### config.mk
export PLATFORM = sky130hd
export DESIGN_NAME = uart_rx_fifo
export DESIGN_NICKNAME = d
export VERILOG_FILES = /design/src/rtl/uart_rx_fifo.sv
export SDC_FILE = /design/constraint.sdc
export NUM_CORES = 1
export LEC_CHECK = 0
export CAP_MARGIN = 20
export CORE_MARGIN = 4
export CORE_UTILIZATION = 54
export CTS_CLUSTER_DIAMETER = 30
export DETAILED_ROUTE_END_ITERATION = 10
export PLACE_DENSITY = 0.75
export SETUP_SLACK_MARGIN = 0.15
export SLEW_MARGIN = 20
export SYNTH_ARGS = -nofsm -noshare
export SYNTH_HDL_FRONTEND = slang
export SYNTH_SLANG_ARGS = --single-unit
### constraint.sdc
create_clock -name clk_i -period 3.3 [get_ports clk_i]
set_input_delay 0.99 -clock clk_i [delete_from_list [all_inputs] [get_ports clk_i]]
set_output_delay 0.99 -clock clk_i [all_outputs]
set_load 0.02 [all_outputs]
### src/rtl/uart_rx_fifo.sv
// UART receiver with a 2-flop synchroniser, configurable frame format and a
// valid/ready receive FIFO that carries per-word parity and framing flags.
module uart_rx_fifo #(
   parameter int DATA_BITS    = 8,
   parameter int PARITY_EN    = 0,
   parameter int PARITY_ODD   = 0,
   parameter int STOP_BITS    = 1,
   parameter int CLKS_PER_BIT = 16,
   parameter int FIFO_DEPTH   = 8
) (
   input  logic                          clk_i,
   input  logic                          rst_i,
   input  logic                          rx_en_i,
   input  logic                          rx_i,
   output logic [DATA_BITS-1:0]          data_o,
   output logic                          parity_err_o,
   output logic                          frame_err_o,
   output logic                          valid_o,
   input  logic                          ready_i,
   output logic                          overrun_o,
   output logic [$clog2(FIFO_DEPTH):0]   count_o,
   output logic                          busy_o
);

   localparam int CNT_W  = $clog2(CLKS_PER_BIT);
   localparam int BIT_W  = $clog2(DATA_BITS);
   localparam int PTR_W  = $clog2(FIFO_DEPTH);
   localparam int WORD_W = DATA_BITS + 2;

   localparam logic [CNT_W-1:0] MID_CNT  = CNT_W'(CLKS_PER_BIT / 2 - 1);
   localparam logic [CNT_W-1:0] LAST_CNT = CNT_W'(CLKS_PER_BIT - 1);
   localparam logic [BIT_W-1:0] LAST_BIT = BIT_W'(DATA_BITS - 1);
   localparam logic             LAST_STOP = 1'(STOP_BITS - 1);
   localparam logic [PTR_W:0]   FULL_CNT  = (PTR_W + 1)'(FIFO_DEPTH);
   localparam logic             ODD       = (PARITY_ODD != 0);

   typedef enum logic [2:0] {IDLE, START, DATA, PARITY, STOP} state_t;

   state_t               state;
   logic                 rx_meta, rx_s, rx_prev;
   logic [CNT_W-1:0]     clk_cnt;
   logic [BIT_W-1:0]     bit_cnt;
   logic                 stop_cnt;
   logic [DATA_BITS-1:0] shreg;
   logic                 perr, ferr;

   logic                 fall, mid, tick, push, pop, full, wr_en;
   logic [WORD_W-1:0]    push_word;

   // NOTE: sequential state is always written with non-blocking assignments so
   // every flop samples pre-edge values, independent of block ordering.
   always_ff @(posedge clk_i) begin
      if (rst_i) begin
         rx_meta <= 1'b1;
         rx_s    <= 1'b1;
         rx_prev <= 1'b1;
      end else begin
         rx_meta <= rx_i;
         rx_s    <= rx_meta;
         rx_prev <= rx_s;
      end
   end

   assign fall = rx_prev & ~rx_s;
   assign mid  = (clk_cnt == MID_CNT);
   assign tick = (clk_cnt == LAST_CNT);

   always_ff @(posedge clk_i) begin
      if (rst_i) begin
         state    <= IDLE;
         clk_cnt  <= '0;
         bit_cnt  <= '0;
         stop_cnt <= 1'b0;
         shreg    <= '0;
         perr     <= 1'b0;
         ferr     <= 1'b0;
      end else if (!rx_en_i) begin
         state   <= IDLE;
         clk_cnt <= '0;
      end else begin
         case (state)
            IDLE: begin
               clk_cnt <= '0;
               if (fall) state <= START;
            end
            START: begin
               if (mid) begin
                  // From here on every sample lands one full bit period later.
                  clk_cnt  <= '0;
                  state    <= rx_s ? IDLE : DATA;
                  bit_cnt  <= '0;
                  stop_cnt <= 1'b0;
                  perr     <= 1'b0;
                  ferr     <= 1'b0;
               end else begin
                  clk_cnt <= clk_cnt + CNT_W'(1);
               end
            end
            DATA: begin
               if (tick) begin
                  clk_cnt <= '0;
                  shreg   <= {rx_s, shreg[DATA_BITS-1:1]};
                  bit_cnt <= bit_cnt + BIT_W'(1);
                  if (bit_cnt == LAST_BIT) state <= (PARITY_EN != 0) ? PARITY : STOP;
               end else begin
                  clk_cnt <= clk_cnt + CNT_W'(1);
               end
            end
            PARITY: begin
               if (tick) begin
                  clk_cnt <= '0;
                  perr    <= (^shreg) ^ rx_s ^ ODD;
                  state   <= STOP;
               end else begin
                  clk_cnt <= clk_cnt + CNT_W'(1);
               end
            end
            STOP: begin
               if (tick) begin
                  clk_cnt  <= '0;
                  ferr     <= ferr | ~rx_s;
                  stop_cnt <= 1'b1;
                  // Leaving at mid-stop lets a back-to-back start edge be seen.
                  if (stop_cnt == LAST_STOP) state <= IDLE;
               end else begin
                  clk_cnt <= clk_cnt + CNT_W'(1);
               end
            end
            default: state <= IDLE;
         endcase
      end
   end

   assign busy_o    = (state != IDLE);
   assign push      = rx_en_i && (state == STOP) && tick && (stop_cnt == LAST_STOP);
   assign push_word = {ferr | ~rx_s, perr, shreg};

   logic [WORD_W-1:0] mem [FIFO_DEPTH];
   logic [PTR_W-1:0]  wr_ptr, rd_ptr;

   assign valid_o = (count_o != '0);
   assign full    = (count_o == FULL_CNT);
   assign pop     = valid_o && ready_i;
   assign wr_en   = push && (!full || pop);

   // NOTE: the storage array has no reset; occupancy and pointers define what
   // is valid, so clearing the data itself would only cost reset fan-out.
   always_ff @(posedge clk_i) begin
      if (wr_en) mem[wr_ptr] <= push_word;
   end

   always_ff @(posedge clk_i) begin
      if (rst_i) begin
         wr_ptr    <= '0;
         rd_ptr    <= '0;
         count_o   <= '0;
         overrun_o <= 1'b0;
      end else begin
         if (wr_en) wr_ptr <= wr_ptr + PTR_W'(1);
         if (pop)   rd_ptr <= rd_ptr + PTR_W'(1);
         case ({wr_en, pop})
            2'b10:   count_o <= count_o + (PTR_W + 1)'(1);
            2'b01:   count_o <= count_o - (PTR_W + 1)'(1);
            default: count_o <= count_o;
         endcase
         overrun_o <= push && full && !pop;
      end
   end

   assign {frame_err_o, parity_err_o, data_o} = mem[rd_ptr];

endmodule

; Word-level counts from Yosys, hierarchy flattened
; Memory sizes are Yosys's and may differ from the RTL's. A register that Yosys moved wholly into a read port is not among the register bits.
; Cells that the tools add are included.
; W data, S select, Z words.
[classes]
n_addsub = 6
eq_ne = 17
n_mux = 27
bitwise = 6
n_reduce_logical = 26
[ops]
columns = operator, n
row1 = $mux W3, 11
row2 = $pmux W3 S5, 1
row3 = $ne A2 B2 Y1 const B, 7
row4 = $pmux W4 S3, 1
row5 = $reduce_and A4 Y1, 3
row6 = $add A3 B1 Y3 const B, 3
row7 = $add A4 B1 Y4 const B, 2
row8 = $eq A4 B4 Y1 const B, 2
row9 = $mux W4, 2
row10 = $pmux W4 S2, 1
row11 = $reduce_bool A2 Y1, 4
row12 = $reduce_xor A8 Y1, 1
row13 = $logic_and A1 B1 Y1, 7
row14 = $reduce_and A7 Y1, 1
row15 = $eq A3 B2 Y1 const B, 2
row16 = $eq A3 B3 Y1 const B, 2
row17 = $mux W1, 6
row18 = $pmux W1 S2, 3
row19 = $pmux W3 S2, 1
row20 = $reduce_bool A3 Y1, 2
row21 = $eq A4 B3 Y1 const B, 1
row22 = $reduce_bool A4 Y1, 1
row23 = $sub A4 B1 Y4 const B, 1
row24 = $eq A3 B1 Y1 const B, 1
row25 = 13 further kinds, 16
[word_totals]
ff_bits = 35
mem_bits_rw = 80
input_bits = 5
mem_count = 1
[mem_list]
columns = name, words, width, rd, rd_ports_with_merged_regs, write_ports, line_no
row1 = mem, 8, 10, 1, 1, 1, 138  ; logic [WORD_W-1:0] mem [FIFO_DEPTH];

; Longest topological paths before layout
; Gate-level depths: netlist (run 1).
[depth]
word_depth = 7
mapped_depth = 9

; Least setup slack after synthesis (run 1)
; Ideal clock, no wire load.
[synth_path]
path_kind = input -> register
startpoint = input port rx_en_i
endpoint = memory mem[0][0] (netlist name) (enable)
setup_time_ns = 0.390
t_arrival_ns = 2.563
required_time_ns = 2.910
slack_ns = 0.347
cell_stages = 6
path_cell_list = and3_1 -> and3b_1 -> buf_2 -> nand2_1 -> or2_1 -> nor3_1
[synth_via]
elab_chain_cells = 6
[synth_rtl]
columns = item, line_no
row1 = "start, declared", 13  ; input logic rx_en_i,
row2 = $logic_and A1 B1 Y1 (3 in series), 135  ; assign push = rx_en_i && (state == STOP) && tick && (stop_cnt == LAST_STOP);
row3 = $logic_and A1 B1 Y1, 144  ; assign wr_en = push && (!full || pop);
row4 = $mux W1, 149  ; if (wr_en) mem[wr_ptr] <= push_word;
row5 = $mux W1 (not written as such), 149
row6 = "end, declared", 138
; No other way between the ends.

==> reports/qor.csv, run 1 <==
stage;metric;value;unit
timing;setup_violations;0;
synth;syn_inst;316;
timing;hold_violations;0;
die;initial_utilization;55.4;%
grt;grt_max_degree;30;
drt;drt_iter0_drc;189;
die;num_rows;34;
critical_path;cp.arrival;2120;ps
synth;ys.flop_type;edfxtp_1;
synth;ys_ff_latch;118;
timing;setup_ws;186;ps
clock_tree;path_clk_slew;50;ps
power;ir_drop;433;uV
clock_tree;hold_buffers;0;
critical_path;crit_path_end_kind;output pin;
drt;ant_nets;0;
drt;routed_via_density;5.74;
synth;syn_nets;327;
critical_path;startpoint_type;register;
timing;setup_tns;0;ps
finish;final_common_cell;edfxtp_1;
die;die-area;10500;um^2
timing;grt_setup_unrepaired;true;
critical_path;required;2310;ps
flow_run;drv_cap;0;
critical_path;cp_max_fo;5;
clock_tree;cts_tree;built;
hold_path;min_path_type;register to register;
timing;slew-limit-headroom;59.7;%
drt;remaining_drc_errors;0;
finish;antenna-diode-count;0;
synth;avgSynthCellArea;15.3;um^2
synth;ys_types;48;
timing;fin_worst_skew;7.39;ps
timing;worst_slew_pin_slew;604;ps
die;die_h;103;um
clock_tree;worstSkewPairLatency;510;ps
power;power;0.00379;W
finish;fill_cells;605;
grt;track_usage;18.8;%
timing;period_needed;3110;ps
critical_path;critPathKind;register to output pin;
synth;netlist_area;4830;um^2
grt;grt_overflow_total;0;
die;core_area;8720;um^2
grt;grt_pass1_wl;14.2;mm
drt;vias;2766;
finish;drive_above_1_share;25.1;%
clock_tree;cts_root_buffer;clkbuf_8;
timing;fmax;0.321;GHz
die;fp.dieW;103;um
power;p_leak;2.06;nW
placement;io_buffers;21;
clock_tree;cts_buffers;17;
synth;synth_edf_count;80;
timing;slew_viol_final;0;
finish;layout_common_cells;edfxtp_1 (80), dfxtp_1 (37), nor2_1 (32);
placement;hpwlAfterDp;5.10;mm
drt;first_pass_iters;4;
timing;period_share;94.4;%
synth;yosysWarnings;0;
finish;syn_to_final_growth;20.1;%
die;ioPinCount;22;
placement;gp_congestion;0.819;
synth;yosysSeqAreaShare;65.5;%
clock_tree;clock_sinks;118;
grt;grt_antenna_before_repair;0;
placement;dp_slack;215;ps
power;powerDensity;654;nW/um^2
grt;grt_pass1_vias;2771;
drt;wl_per_cell;18.5;um
outcome;status;completed;
finish;final_nets;374;
drt;routed_wl;8.94;mm
clock_tree;htree_levels;4;
clock_tree;cts_buffer_depth;2;
synth;async_flop_share;0;%
[metrics by stage]
stage          utilization, %  hold slack, ps  area, um^2  instances
5_1_grt                  66.5             439        5800        482
4_1_cts                  66.1             421        5760        474
3_3_place_gp             59.7             392        5210        443
6_report                 66.5             418        5800        482
2_1_floorplan               -             389        4830        316
3_5_place_dp             59.7             407        5210        443
[report_power, final]
part / switching [W] / internal (W) / leakage (nW)
logic: 0.000224 / 0.000314 / 0.654
clock network: 0.000566 / 0.00105 / 0.250
registers: 0.0000468 / 0.00159 / 1.15
total: 0.000837 / 0.00295 / 2.06
[state kept, by name, indices dropped and copies added, names as in the netlist, 3 cells and up, named ones only]
register	flops
wr_ptr	3
mem	80
count_o	4
rd_ptr	3
shreg	8
clk_cnt	4
state	3
bit_cnt	3
[cells by family after synthesis]
| group | after synthesis | synth area share [%] |
|---|---|---|
| compound gates | 26 | 3.32 |
| xor+xnor | 14 | 2.83 |
| fa+ha+maj | 6 | 1.56 |
| buf+inv | 17 | 1.58 |
| flops | 118 | 65.5 |
| mux | 45 | 15.2 |
| simple gates | 90 | 10.0 |
[timing repair]
item                                   in CTS  in global routing
setup buffers                               0                  7
endpoints found under the hold margin       0                  0
setup endpoints to repair                  10                 10
resized for setup                          28                  8
cloned                                      1                  1
[layout make-up]
| class | count | area (um^2) | area share [%] |
|---|---|---|---|
| clock buffer | 22 | 433 | 7.47 |
| clock inverter | 8 | 83.8 | 1.45 |
| inverter | 3 | 11.3 | 0.194 |
| multi-input combinational | 181 | 1590 | 27.4 |
| sequential | 118 | 3170 | 54.6 |
| tap | 108 | 135 | 2.33 |
| timing repair buffer | 42 | 380 | 6.56 |
[metal layers]
metal	vias to the layer above	global-route usage (%)	routed length, um
li1	1299	-	-
met1	1358	23.8	3770
met2	93	30.3	4470
met3	16	5.14	530
met4	0	8.88	170
met5	-	0	0
[critical path, stage by stage (launching register included)]
cell             delay (ps)
dfxtp_4                 420
clkbuf_16               180
mux4_2                  490
mux2_2                  280
clkdlybuf4s15_2         250
[cell usage after synthesis, types with 5 or more instances]
cell | number | share of area, %
a21oi_1 | 14 | 1.5
clkbuf_1 | 8 | 0.62
dfxtp_1 | 38 | 16
edfxtp_1 | 80 | 50
ha_1 | 6 | 1.6
mux2_2 | 12 | 2.8
mux2i_1 | 11 | 2.3
mux4_2 | 20 | 9.3
nand2_1 | 13 | 1.0
nand2b_1 | 6 | 0.78
nand3_1 | 6 | 0.62
nor2_1 | 32 | 2.5
nor3_1 | 5 | 0.52
xnor2_1 | 8 | 1.5
xor2_1 | 5 | 0.91
[path summary, 6_finish.rpt]
path,depth (start not counted),endpoint,startpoint,slack (ps)
max,4,data_o[5],register,190
min,1,rx_s,rx_meta,420
max reg2reg,7,count_o[2],state[1],1030
min reg2reg,1,rx_s,rx_meta,420
No activity file was read; power rests on OpenSTA's default activity.
==> run 2: changes to the inputs <==
Settings changed: CORE_ASPECT_RATIO from default to 1.1.
==> run 2 against run 1 <==
Compared with the run above:
- global-route usage is 0.29 points higher
- utilization grew 2.3 points
- critical path depth unchanged
- hold slack got worse by 1.7 ps
- via count is 0.98% lower
- clock skew decreased by 1.5 ps
- sequential power hardly changed
- register-to-register slack hardly changed
- combinational power decreased by 4.8%
- critical path type unchanged
- largest cell class unchanged
- largest power group is now clock
==> reports/qor.csv, run 2 (same netlist as run 1, synthesis figures left out) <==
stage;metric;value;unit
timing;setup_ws;169;ps
power;p_leak;2.09;nW
outcome;status;completed;
drt;first_pass_iters;4;
grt;grt_pass1_wl;15.0;mm
finish;antenna-diode-count;0;
finish;largest-register;mem;
critical_path;critPathKind;register to output pin;
drt;remaining_drc_errors;0;
drt;vias;2739;
finish;fill_cells;602;
clock_tree;cts_root_buffer;clkbuf_8;
drt;routed_via_density;5.65;
grt;grt_overflow_total;0;
critical_path;crit_chain;clkbuf_16 > mux4_2 > mux2_2 > clkdlybuf4s15_1;
timing;slew-limit-headroom;59.7;%
finish;final_common_cell;edfxtp_1;
die;num_rows;35;
timing;setup_violations;0;
finish;utilization;68.7;%
finish;reg_top3;mem x80, shreg x8;
drt;ant_nets;0;
power;ir_drop;399;uV
grt;track_usage;19.1;%
timing;hold_violations;0;
drt;drt_iter0_drc;132;
clock_tree;htree_levels;4;
die;die-area;10500;um^2
timing;setup_tns;0;ps
timing;worst_slew_pin_slew;604;ps
die;fp.dieW;98.1;um
timing;fin_worst_skew;5.92;ps
timing;period_needed;3130;ps
clock_tree;path_clk_slew;60;ps
clock_tree;cts_tree;built;
finish;layout_common_cells;edfxtp_1 (80), dfxtp_1 (37), nor2_1 (32);
critical_path;slowest_stage;mux4_2;
placement;hpwlAfterDp;5.24;mm
timing;slew_viol_final;0;
critical_path;startpoint_type;register;
placement;gp_congestion;0.823;
finish;stdcell_area;5870;um^2
grt;grt_pass1_vias;2844;
grt;grt_max_degree;21;
placement;dp_slack;275;ps
clock_tree;hold_buffers;0;
finish;largest_reg_flops;80;
critical_path;crit_family;multiplexers;
timing;fmax;0.319;GHz
timing;period_share;94.9;%
clock_tree;cts_buffer_depth;2;
flow_run;drv_cap;0;
critical_path;required;2310;ps
die;core_area;8540;um^2
critical_path;cp.arrival;2140;ps
finish;syn_to_final_growth;21.6;%
finish;drive_above_1_share;26.7;%
timing;grt_setup_unrepaired;true;
power;powerDensity;682;nW/um^2
clock_tree;clock_sinks;118;
critical_path;crit_path_end_kind;output pin;
critical_path;critical_path_buf_inv_count;2;
clock_tree;worstSkewPairLatency;510;ps
die;die_h;107;um
power;power;0.00400;W
finish;final_nets;372;
placement;io_buffers;21;
placement;place_area;5230;um^2
drt;routed_wl;9.18;mm
grt;grt_antenna_before_repair;0;
drt;wl_per_cell;18.9;um
critical_path;cp_max_fo;5;
die;ioPinCount;22;
die;initial_utilization;56.5;%
critical_path;slowest_delay;520;ps
clock_tree;cts_buffers;17;
hold_path;min_path_type;register to register;
==> run 2: cell count changes in the layout (fill, tap and decap cells not counted), sizes merged <==
cell	previous run	this run
inv	3	4
clkinvlp	0	2
buf	23	18
bufinv	2	4
==> run 2: layout make-up <==
cell class / count / area [um^2] / share of cell area (%)
sequential: 118 / 3170 / 53.9
timing repair buffer: 40 / 364 / 6.20
clock inverter: 13 / 180 / 3.07
multi-input combinational: 181 / 1590 / 27.0
clock buffer: 19 / 422 / 7.18
inverter: 3 / 11.3 / 0.192
tap: 111 / 139 / 2.37
==> run 2: worst paths after layout <==
kind	endpoint	cells past startpoint	slack, ps	startpoint
max	data_o[6]	4	170	register
min	rx_s	1	420	rx_meta
max reg2reg	count_o[2]	7	1040	state[1]
min reg2reg	rx_s	1	420	rx_meta
==> run 2: repair_timing <==
item,4_1_cts,5_1_grt
cloned,1,1
setup buffers,0,3
resized for setup,17,15
pin swaps,0,0
setup endpoints to repair,10,10
==> run 2: layer usage <==
layer  vias to the layer above  wire (um)  GRT usage [%]
li1                       1298          -              -
met1                      1357       3930           24.4
met2                        75       4730           31.4
met3                         9        427           5.73
met4                         0         93           6.34
met5                         -          0              0
==> run 2: power breakdown <==
group / switching, W / internal (W) / leakage, nW / total, W
sequential: 0.0000411 / 0.00159 / 1.15 / 0.00163
combinational: 0.000221 / 0.000290 / 0.646 / 0.000512
clock: 0.000635 / 0.00122 / 0.290 / 0.00186
==> run 2: stage by stage <==
stage	hold WS (ps)	cells
floorplan	389	316
global placement	401	448
detailed placement	405	448
CTS	418	481
global route	444	485
finish	416	485
==> run 3: changes to the inputs <==
Settings changed: CAP_MARGIN 20 to default, PLACE_DENSITY 0.75 to 0.72.
==> run 3 against run 2 <==
Compared with the run above:
- combinational power is 1% lower
- first-iteration DRC count is 73% higher
- die area stayed put
- wire length is 0.37% lower
- sequential share of layout area is 0.51 points lower
- global-route usage is 0.059 points lower
- non-clock buffer count is 5 lower
- sequential power hardly changed
- hold slack worse by 7.6 ps
==> reports/qor.csv, run 3 (same netlist as run 1, synthesis figures left out) <==
stage;metric;value;unit
hold_path;min_path_type;register to register;
timing;hold_violations;0;
power;seqPwrFrac;39.1;%
die;initial_utilization;56.5;%
power;ir_drop;568;uV
drt;first_pass_iters;5;
flow_run;drv_cap;0;
power;p_leak;2.11;nW
timing;fmax;0.320;GHz
finish;seqCellArea;3170;um^2
grt;grt_pass1_wl;14.9;mm
critical_path;critPathKind;register to output pin;
timing;period_needed;3120;ps
power;p_comb_share;12.1;%
finish;reg_top3;mem x80, shreg x8;
clock_tree;cts_buffer_depth;2;
clock_tree;cts_tree;built;
placement;hpwlAfterDp;5.14;mm
timing;setup_violations;0;
placement;gp_congestion;0.825;
drt;vias;2785;
die;fp.dieW;98.1;um
power;p_switching;0.000917;W
timing;grt_setup_unrepaired;true;
critical_path;required;2310;ps
grt;grt_antenna_before_repair;0;
clock_tree;clock_sinks;118;
drt;routed_via_density;5.80;
critical_path;cp_max_fo;5;
clock_tree;cts_buffers;17;
timing;slew_viol_final;0;
grt;track_usage;19.0;%
die;die-area;10500;um^2
die;die_h;107;um
timing;setup_tns;0;ps
finish;fill_cells;581;
grt;grt_overflow_total;0;
die;core_area;8540;um^2
grt;grt_pass1_vias;2778;
outcome;status;completed;
finish;final_common_cell;edfxtp_1;
clock_tree;cts_root_buffer;clkbuf_8;
finish;drive_above_1_share;26.0;%
timing;slew-limit-headroom;59.7;%
clock_tree;path_clk_slew;60;ps
clock_tree;worstSkewPairLatency;510;ps
finish;multi_input_area;1590;um^2
power;powerDensity;705;nW/um^2
power;swShare;21.9;%
timing;worst_slew_pin_slew;604;ps
drt;routed_wl;9.15;mm
drt;drt_iter0_drc;229;
grt;grt_max_degree;26;
finish;antenna-diode-count;0;
finish;layout_common_cells;edfxtp_1 (80), dfxtp_1 (37), nor2_1 (32);
finish;largest-register;mem;
finish;syn_to_final_growth;22.8;%
critical_path;crit_path_end_kind;output pin;
timing;fin_worst_skew;6.59;ps
finish;final_nets;367;
power;power;0.00418;W
clock_tree;post-cts-setup-buffer-count;0;
critical_path;startpoint_type;register;
critical_path;cp.arrival;2130;ps
power;p_int;0.00326;W
power;pwr-share-clk;48.8;%
die;ioPinCount;22;
drt;wl_per_cell;19.1;um
die;num_rows;35;
timing;period_share;94.7;%
finish;largest_reg_flops;80;
clock_tree;htree_levels;4;
clock_tree;hold_buffers;0;
drt;remaining_drc_errors;0;
drt;ant_nets;0;
placement;io_buffers;21;
==> run 3: cell count changes in the layout (fill, tap and decap cells not counted), sizes merged <==
cell / previous run / this run
clkinvlp: 2 / 0
clkinv: 6 / 7
buf: 18 / 16
clkbuf: 28 / 18
bufbuf: 0 / 1
inv: 4 / 5
clkdlybuf4s15: 2 / 6
bufinv: 4 / 6
==> run 3: repair_timing <==
action	in CTS	in global routing
gates resized for setup	33	2
setup endpoints to repair	10	9
gates cloned	2	0
==> run 3: cell type report <==
cell class | instances | share of cell area [%]
well taps | 111 | 2.34
repair buffers | 35 | 6.06
clock buffers | 17 | 6.99
clock inverters | 15 | 4.20
multi-input cells | 181 | 26.8
inverters | 3 | 0.190
flip-flops and latches | 118 | 53.4
==> run 3: power groups by stage <==
stage / clock [W] / sequential (W) / combinational (W)
floorplan: 0 / 0.00165 / 0.000313
global placement: 0 / 0.00165 / 0.000433
detailed placement: 0 / 0.00165 / 0.000438
CTS: 0.00207 / 0.00163 / 0.000518
global route: 0.00214 / 0.00164 / 0.000543
finish: 0.00204 / 0.00163 / 0.000507
==> run 3: critical path, stage by stage (launching register included) <==
cell and delay, ps:
dfxtp_4 410, buf_12 140, mux4_2 520, mux2_2 270, clkdlybuf4s15_1 280
==> run 3: worst paths after layout <==
kind / endpoint / slack, ps / cells after the start / from
worst min-delay path: rx_s / 410 / 1 / rx_meta
worst max register to register: count_o[2] / 1030 / 7 / state[1]
worst min register to register: rx_s / 410 / 1 / rx_meta
worst max-delay path: data_o[6] / 180 / 4 / register
==> run 3: stage by stage <==
| stage | hold slack (ps) | area, um^2 | util (%) | worst slack (ps) | cells |
|---|---|---|---|---|---|
| after floorplan | 389 | 4830 | - | 347 | 316 |
| after global placement | 391 | 5210 | 61.1 | 300 | 446 |
| after detailed placement | 399 | 5210 | 61.1 | 241 | 446 |
| after CTS | 412 | 5930 | 69.5 | 114 | 480 |
| after global routing | 428 | 5930 | 69.4 | 109 | 480 |
| final | 408 | 5930 | 69.4 | 176 | 480 |
==> run 3: metal layers <==
metal	vias up	track usage, %	share of wire, %
met1	1369	23.3	41
met3	20	5.34	5.8
met2	110	31.3	51
li1	1286	-	-
met4	0	9.17	3.0
met5	-	0	0
